`src/rtl/regfile_wb_pkg.sv`:
```
// Shared CPU constants and small helpers for the register file and its
// pending-write scoreboard.
package regfile_wb_pkg;

    localparam int NREGS  = 32;
    localparam int REG_AW = 5;
    localparam int DATA_W = 32;

    localparam logic [REG_AW-1:0] R0_IDX = 5'd0;

    // True when the write-back this cycle targets a real register equal to addr.
    function automatic logic wb_hits(
        input logic              rw,
        input logic [REG_AW-1:0] dest,
        input logic [REG_AW-1:0] addr
    );
        return rw && (dest != R0_IDX) && (dest == addr);
    endfunction

endpackage

```
`src/rtl/regfile_wb_scoreboard.sv`:
```
// Pending-write scoreboard: one busy bit per register plus the operand-hazard
// stall. Bypass decisions are made by the register file and passed in.
module regfile_scoreboard
    import regfile_wb_pkg::*;
(
    input  logic              clk,
    input  logic              rst,
    input  logic [REG_AW-1:0] wb_dest,
    input  logic              wb_rw,
    input  logic [REG_AW-1:0] iss_dest,
    input  logic              iss_rw,
    input  logic              iss_valid,
    input  logic [REG_AW-1:0] ra_addr,
    input  logic [REG_AW-1:0] rb_addr,
    input  logic              ra_used,
    input  logic              rb_used,
    input  logic              bypass_a,
    input  logic              bypass_b,
    output logic              stall,
    output logic [NREGS-1:0]  busy
);

    logic [NREGS-1:0] busy_r;
    logic [NREGS-1:0] busy_nxt_s;
    logic             stall_s;
    logic             hazard_a_s;
    logic             hazard_b_s;
    logic             set_s;
    logic             clr_s;

    // Operand hazard: a used operand waits on a write that is not arriving now.
    always_comb begin
        hazard_a_s = ra_used && busy_r[ra_addr] && !bypass_a;
        hazard_b_s = rb_used && busy_r[rb_addr] && !bypass_b;
        if (rst) begin
            stall_s = 1'b0;
        end else if (iss_valid) begin
            stall_s = hazard_a_s || hazard_b_s;
        end else begin
            stall_s = 1'b0;
        end
    end

    // Next busy vector: clear on write-back first, then set on issue so the
    // newer pending write wins when both hit the same register.
    always_comb begin
        set_s      = iss_valid && !stall_s && iss_rw && (iss_dest != R0_IDX);
        clr_s      = wb_rw && (wb_dest != R0_IDX);
        busy_nxt_s = busy_r;
        if (clr_s) begin
            busy_nxt_s[wb_dest] = 1'b0;
        end else begin
            busy_nxt_s[wb_dest] = busy_r[wb_dest];
        end
        if (set_s) begin
            busy_nxt_s[iss_dest] = 1'b1;
        end else begin
            busy_nxt_s[iss_dest] = busy_nxt_s[iss_dest];
        end
        busy_nxt_s[R0_IDX] = 1'b0;
    end

    // Busy bit storage with synchronous reset.
    always_ff @(posedge clk) begin
        if (rst) begin
            busy_r <= {NREGS{1'b0}};
        end else begin
            busy_r <= busy_nxt_s;
        end
    end

    assign stall = stall_s;
    assign busy  = busy_r;

endmodule

```
`src/rtl/regfile_wb.sv`:
```
// 32 x 32 register file with write-back port, same-cycle bypass to both read
// ports, and a pending-write scoreboard that raises stall on operand hazards.
module regfile_wb
    import regfile_wb_pkg::*;
(
    input  logic              clk,
    input  logic              rst,
    input  logic [DATA_W-1:0] wb_data,
    input  logic [REG_AW-1:0] wb_dest,
    input  logic              wb_rw,
    input  logic [REG_AW-1:0] iss_dest,
    input  logic              iss_rw,
    input  logic              iss_valid,
    input  logic [REG_AW-1:0] ra_addr,
    input  logic [REG_AW-1:0] rb_addr,
    input  logic              ra_used,
    input  logic              rb_used,
    output logic [DATA_W-1:0] ra_data,
    output logic [DATA_W-1:0] rb_data,
    output logic              stall,
    output logic [NREGS-1:0]  busy
);

    logic [DATA_W-1:0] mem_r [NREGS];
    logic [DATA_W-1:0] ra_data_s;
    logic [DATA_W-1:0] rb_data_s;
    logic              bypass_a_s;
    logic              bypass_b_s;
    logic              wb_en_s;

    assign wb_en_s    = wb_rw && (wb_dest != R0_IDX);
    assign bypass_a_s = wb_hits(wb_rw, wb_dest, ra_addr);
    assign bypass_b_s = wb_hits(wb_rw, wb_dest, rb_addr);

    // Array write port; R0 is never written so it stays zero after reset.
    always_ff @(posedge clk) begin
        if (rst) begin
            for (int i = 0; i < NREGS; i++) begin
                mem_r[i] <= {DATA_W{1'b0}};
            end
        end else if (wb_en_s) begin
            mem_r[wb_dest] <= wb_data;
        end
    end

    // Read port A: zero while in reset or for R0, bypass, else array.
    always_comb begin
        ra_data_s = {DATA_W{1'b0}};
        if (rst) begin
            ra_data_s = {DATA_W{1'b0}};
        end else if (ra_addr == R0_IDX) begin
            ra_data_s = {DATA_W{1'b0}};
        end else if (bypass_a_s) begin
            ra_data_s = wb_data;
        end else begin
            ra_data_s = mem_r[ra_addr];
        end
    end

    // Read port B: same rules as port A.
    always_comb begin
        rb_data_s = {DATA_W{1'b0}};
        if (rst) begin
            rb_data_s = {DATA_W{1'b0}};
        end else if (rb_addr == R0_IDX) begin
            rb_data_s = {DATA_W{1'b0}};
        end else if (bypass_b_s) begin
            rb_data_s = wb_data;
        end else begin
            rb_data_s = mem_r[rb_addr];
        end
    end

    assign ra_data = ra_data_s;
    assign rb_data = rb_data_s;

    regfile_scoreboard u_scoreboard (
        .clk       (clk),
        .rst       (rst),
        .wb_dest   (wb_dest),
        .wb_rw     (wb_rw),
        .iss_dest  (iss_dest),
        .iss_rw    (iss_rw),
        .iss_valid (iss_valid),
        .ra_addr   (ra_addr),
        .rb_addr   (rb_addr),
        .ra_used   (ra_used),
        .rb_used   (rb_used),
        .bypass_a  (bypass_a_s),
        .bypass_b  (bypass_b_s),
        .stall     (stall),
        .busy      (busy)
    );

endmodule
```
`config.mk`:
```
export PLATFORM = sky130hd
export DESIGN_NAME = regfile_wb
export DESIGN_NICKNAME = d
export VERILOG_FILES = /design/src/rtl/regfile_wb_pkg.sv /design/src/rtl/regfile_wb_scoreboard.sv /design/src/rtl/regfile_wb.sv
export SDC_FILE = /design/constraint.sdc
export NUM_CORES = 2
export LEC_CHECK = 0
export ABC_AREA = 1
export CAP_MARGIN = 5
export CORE_MARGIN = 2
export CORE_UTILIZATION = 40
export DETAILED_ROUTE_END_ITERATION = 10
export MAX_ROUTING_LAYER = met4
export RECOVER_POWER = 50
export SYNTH_ARGS = -nofsm -noshare
export SYNTH_HDL_FRONTEND = slang
export SYNTH_SLANG_ARGS = --single-unit
```
`constraint.sdc`:
```
create_clock -name clk -period 4 [get_ports clk]
set_input_delay 1.2 -clock clk [delete_from_list [all_inputs] [get_ports clk]]
set_output_delay 1.2 -clock clk [all_outputs]
set_load 0.1 [all_outputs]
```
==> Word-level counts from Yosys, hierarchy flattened <==
Memories as Yosys holds them, arrays and structs flattened.
Index checks and enable logic that the tools add are counted.
W data, S select, Z words.
{ "totals": {"register_bits": 32, "ramBits": 1024, "in_bits": 59, "out_inout_bits": 97, "elab_cells": 67, "n_memories": 1} }
{ "mem_list": {"columns": ["name", "depth", "word_bits", "read_ports", "rd_ports_with_merged_regs", "write_ports", "line_no", "text"], "rows": [
  ["mem_r", 32, 32, 2, 0, 32, "regfile_wb.sv:24", "logic [DATA_W-1:0] mem_r [NREGS];"]
]} }
{ "op_classes": {"magnitude_cmp": 6, "n_eq_ne": 2, "n_mux": 32, "bitwise_logic": 3, "reduce_logical": 21} }
{ "op_table": {"columns": ["operator", "count"], "rows": [
  ["$mux W32", 9],
  ["$bwmux W32", 2],
  ["$and A32 B32 Y32", 1],
  ["$not A32 Y32", 1],
  ["$or A32 B32 Y32", 1],
  ["$reduce_or A32 Y1", 1],
  ["$lt A5 B6 Y1 const B", 4],
  ["$bmux W1 S5", 4],
  ["$mux W1", 14],
  ["$logic_and A1 B1 Y1", 12],
  ["$demux W1 S5", 2],
  ["$eq A5 B5 Y1", 2],
  ["$ge A5 B1 Y1 const B", 2],
  ["$logic_not A5 Y1", 2],
  ["$reduce_bool A5 Y1", 2],
  ["$mux W5", 1],
  ["$logic_not A1 Y1", 3],
  ["$logic_or A1 B1 Y1", 1]
]} }

==> Logic depth before layout (Yosys ltp) <==
{ "logic_depth": {"ltp_word": 13, "ltp_mapped": 15, "depth_no_buf": 14} }

==> Cells and area by module <==
Synthesis repeated with hierarchy kept, for this count alone.
{ "unflattened": {"hier_cells": 8587, "hier_area_um2": 63213.1} }
{ "by_module_without_submodules": {"columns": ["mod", "instances", "cells_each", "area_each_um2", "seq_area_each_um2"], "rows": [
  ["regfile_wb", 1, 8133, 60417.9, 30749.5],
  ["regfile_scoreboard", 1, 454, 2795.2, 620.6]
]} }

==> Worst setup path before layout <==
Ideal clock, no wire load.
{ "synth_timing": {"path_type": "input to output", "startpoint": "input port rb_addr[2]", "endpoint": "output port rb_data[28]", "arrival_ps": 3824, "required_ps": 2800, "setup_slack_ps": -1024, "path_stages": 11, "n_path_buf": 2, "path_cell_list": "buf_2 > nor2_4 > inv_1 > nor2_1 > inv_1 > buf_2 > o221ai_1 > a21oi_1 > nand2_1 > o21ai_1 > a21oi_1"} }
{ "synth_between": {"elab_chain_cells": 5, "elab_cells_between_ends": 7, "cone_classes": "1 x eq/ne; 3 x mux; 2 x reduce/logical; 1 x memory"} }
{ "synth_lines": {"columns": ["element", "line_no", "text"], "rows": [
  ["start, declared", "regfile_wb.sv:15", "input logic [REG_AW-1:0] rb_addr,"],
  ["branches (longest 3 deep; another with $mem_v2 Z32 W32)", null, null],
  ["$mux W32 (*)", "regfile_wb.sv:65", "end else if (rb_addr == R0_IDX) begin"],
  ["$mux W32 (*)", "regfile_wb.sv:63", "if (rst) begin"],
  ["end, declared", "regfile_wb.sv:19", "output logic [DATA_W-1:0] rb_data,"]
]} }
Every way passes the cells marked *.

==> Worst setup path in the final report <==
{ "layout_timing": {"startpoint": "input port ra_addr[0]", "endpoint": "output port ra_data[28]"} }
{ "layout_between": {"elab_chain_cells": 5, "elab_cells_between_ends": 7, "cone_classes": "1 x eq/ne; 3 x mux; 2 x reduce/logical; 1 x memory"} }
{ "layout_lines": {"columns": ["element", "line_no", "text"], "rows": [
  ["start, declared", "regfile_wb.sv:14", "input logic [REG_AW-1:0] ra_addr,"],
  ["branches (longest 3 deep; another with $mem_v2 Z32 W32)", null, null],
  ["$mux W32 (*)", "regfile_wb.sv:51", "end else if (ra_addr == R0_IDX) begin"],
  ["$mux W32 (*)", "regfile_wb.sv:49", "if (rst) begin"],
  ["end, declared", "regfile_wb.sv:18", "output logic [DATA_W-1:0] ra_data,"]
]} }
Marked as above.

==> qor.txt <==
MaxCap Viol Count: 7
fin util: 0.542
Sw Ratio: 0.298
Post-DP Area: 68,600 sq um
Yosys warnings: 0
CP Buf/Inv Count: 6
Synth Cell Area: 58,000 sq um
Post-CTS Hold Buffers: 0
part of the Yosys area used for sequential elements: 0.541
area of the multi-input gates: 25,000 sq um
Worst-Margin Slew: 2.14 ns
detailed-placement wirelength estimate: 157,000 um
clock network fraction of total power: 0.365
row cnt: 139
Most used DFF post-synth: edfxtp_1
total gr overflow: 0
Core Area: 144,000 sq um
Setup WS pre-CTS: -0.660 ns
P_leak: 30.4 nW
most instantiated cells after synthesis: nor2_1 (1,314), edfxtp_1 (1,024), o21ai_0 (966), nand2_1 (823), a21oi_1 (521)
initial core utilization: 0.403
drt drc: 1
Crit. End Element: output pin
syn avg cell area: 8.48 sq um
vias in the first global route: 53,900
WS Path Type: in -> out
Synth cell types: 39
remaining antenna violation count: 0
relative slew slack: -0.428
flops & latches, synth: 1,055
Worst Path Required: 2.80 ns
I/O pin count: 156
Power, Total: 0.0301 W
met2 WL: 113,000 um
routed via count: 58,000
largest net degree at the start of global routing: 49
delay-heaviest family, CP: buffers and inverters
met1 wire length: 98,100 um
Min Hold Slack: 0.665 ns
post-layout net count: 7,489
Crit Path Max Fanout: 8
hold path start: u_scoreboard.busy[13]
initial antenna violation count: 4
Fin. Hold Viols: 0
internal power: 0.0211 W
clock sinks: 1,055
PwrDens: 386 nW/um^2
Filler cells: 12,500
CTS tree: yes
Sequential Power Share: 0.431
Routed WL: 262,000 um
max incr delay on CP: 0.32 ns
top-count cell post-synth: nor2_1
minimum clock period after layout: 4.36 ns
Max Used Layer: met4
met3 wire len: 34,500 um
initial drt markers: 8,471
Synth area leader: edfxtp_1
Clock transition at path regs: 0.06 ns
die area: 148,000 sq um
Initial DRT Pass Iterations: 10
Synth Instances: 6,840
Comb power frac: 0.204
Clock Skew: 0.0251 ns
Max VDD drop: 0.388 mV
total CTS buffers: 117
setup ws final: -0.360 ns
CTS Buffer Depth: 3
final setup violation count: 72
Reg area: 31,400 sq um
CP max stage cell: o31ai_4
Worst EP arrival: 3.16 ns
number of synthesized flops with an enable pin: 1,024
R2R Path Start: u_scoreboard.busy[18]
Final period util: 1.09
CP Launch Type: input port
Routed WL per cell: 27.7 um
clock root buffer: clkbuf_16
crit path launch: ra_addr[0]
first-pass GRT wire length: 363,000 um
Async SR Flop Fraction: 0
Psw: 0.00895 W
Die Span Y: 385 um
fin. max-slew vios: 164
RSZ-0062 raised after global routing: yes
IO Port Bufs: 154
layout cell share with drive strength beyond 1: 0.227
Final Cell Area: 78,000 sq um
failing checks: DRC, capacitance limit, slew limit, setup timing
routability congestion estimate: 0.959
total track usage: 0.344
top-area cell type share of the netlist area: 0.530
worst skew pair latency: 0.76 ns
number of H-tree levels: 3
achievable clock frequency: 229 MHz
crit-path cells: buf_16 -> clkinv_16 -> buf_16 -> buf_4 -> nor2_1 -> o211ai_1 -> nand3_2 -> nand2_2 -> o31ai_4 -> buf_4 -> a21oi_4 -> buf_12
P&R area growth vs syn: 34.4%
ranking of synthesized cells by area: edfxtp_1 (53%), nor2_1 (8.5%), o21ai_0 (8.3%)
outcome: finished with violations
Die Wd: 385 um
Vias/cell: 6.15
Hold WC Path Type: reg -> reg
through the flow:
step | cells | TNS, ns
after floorplan | 6872 | -7.17
after global placement | 9017 | -37.81
after detailed placement | 9017 | -38.03
after CTS | 9356 | -16.13
after global routing | 9436 | -20.07
final | 9436 | -18.28
area by class of cell:
class                      count  share of cell area
tap                         1903              0.0305
timing repair inverter         2            0.000353
clock inverter                73             0.00844
sequential                  1055               0.402
inverter                     468              0.0237
antenna                        4            0.000128
multi-input combinational   4692               0.320
clock buffer                 145              0.0403
timing repair buffer        1094               0.174
placed cells by master (no fill, tap or decap), drive strengths merged, types with 7 or more instances in the layout:
cell type,n
a211oi,14
a21oi,521
buf,955
bufinv,10
clkbuf,235
clkdlybuf4s50,43
clkinv,61
conb,33
dfxtp,31
edfxtp,1024
inv,469
mux2i,7
nand2,826
nand3,422
nand4,20
nor2,1320
o2111ai,17
o211ai,266
o21ai,1050
o21bai,26
o221ai,20
o22ai,121
o31ai,10
or2,8
power by group through the flow:
stage	registers, W	clock network (W)	logic, W
after detailed placement	0.0132	0	0.00516
after global placement	0.0131	0	0.00511
after global routing	0.0130	0.0114	0.00635
after CTS	0.0129	0.0110	0.00569
final	0.0130	0.0110	0.00614
after floorplan	0.0131	0	0.00281
sequential cells by signal, indices dropped and copies added (netlist names):
register / count
mem_r: 1024
u_scoreboard.busy: 31
path summary, 6_finish.rpt:
path / end / slack [ns] / cells past startpoint
hold reg to reg: u_scoreboard.busy[13] / 0.66 / 4
setup / recovery: ra_data[28] / -0.36 / 12
setup reg to reg: u_scoreboard.busy[18] / 1.72 / 13
hold / removal: u_scoreboard.busy[13] / 0.66 / 4
per-layer routing:
| metal | vias up | track usage |
|---|---|---|
| met3 | 864 | 0.0696 |
| met4 | 0 | 0.177 |
| li1 | 24900 | - |
| met1 | 27800 | 0.451 |
| met2 | 4404 | 0.505 |
| met5 | - | - |
worst reg2reg max path: cells and delay by family, from the launching register on:
kind,cells,cell delay [ns]
compound gates,2,0.16
buf+inv,2,0.46
flops,1,0.38
simple gates,9,1.08
what timing repair did:
item	in CTS	in global routing
gates cloned	55	33
gates resized for setup	485	427
endpoints found under the setup margin	65	65
pin swaps	139	201
setup buffers	75	69
kinds of logic after synthesis:
logic type | after synthesis | share of synthesized area
xor gates and xnor gates | 3 | 0.000453
other | 1 | 0.0000647
muxes | 7 | 0.00121
DFF | 1055 | 0.541
AOI/OAI and AO/OA | 2051 | 0.196
buffers and inverters | 1125 | 0.0818
and+or+nand+nor | 2598 | 0.180
Power figures use the tool's default switching activity.
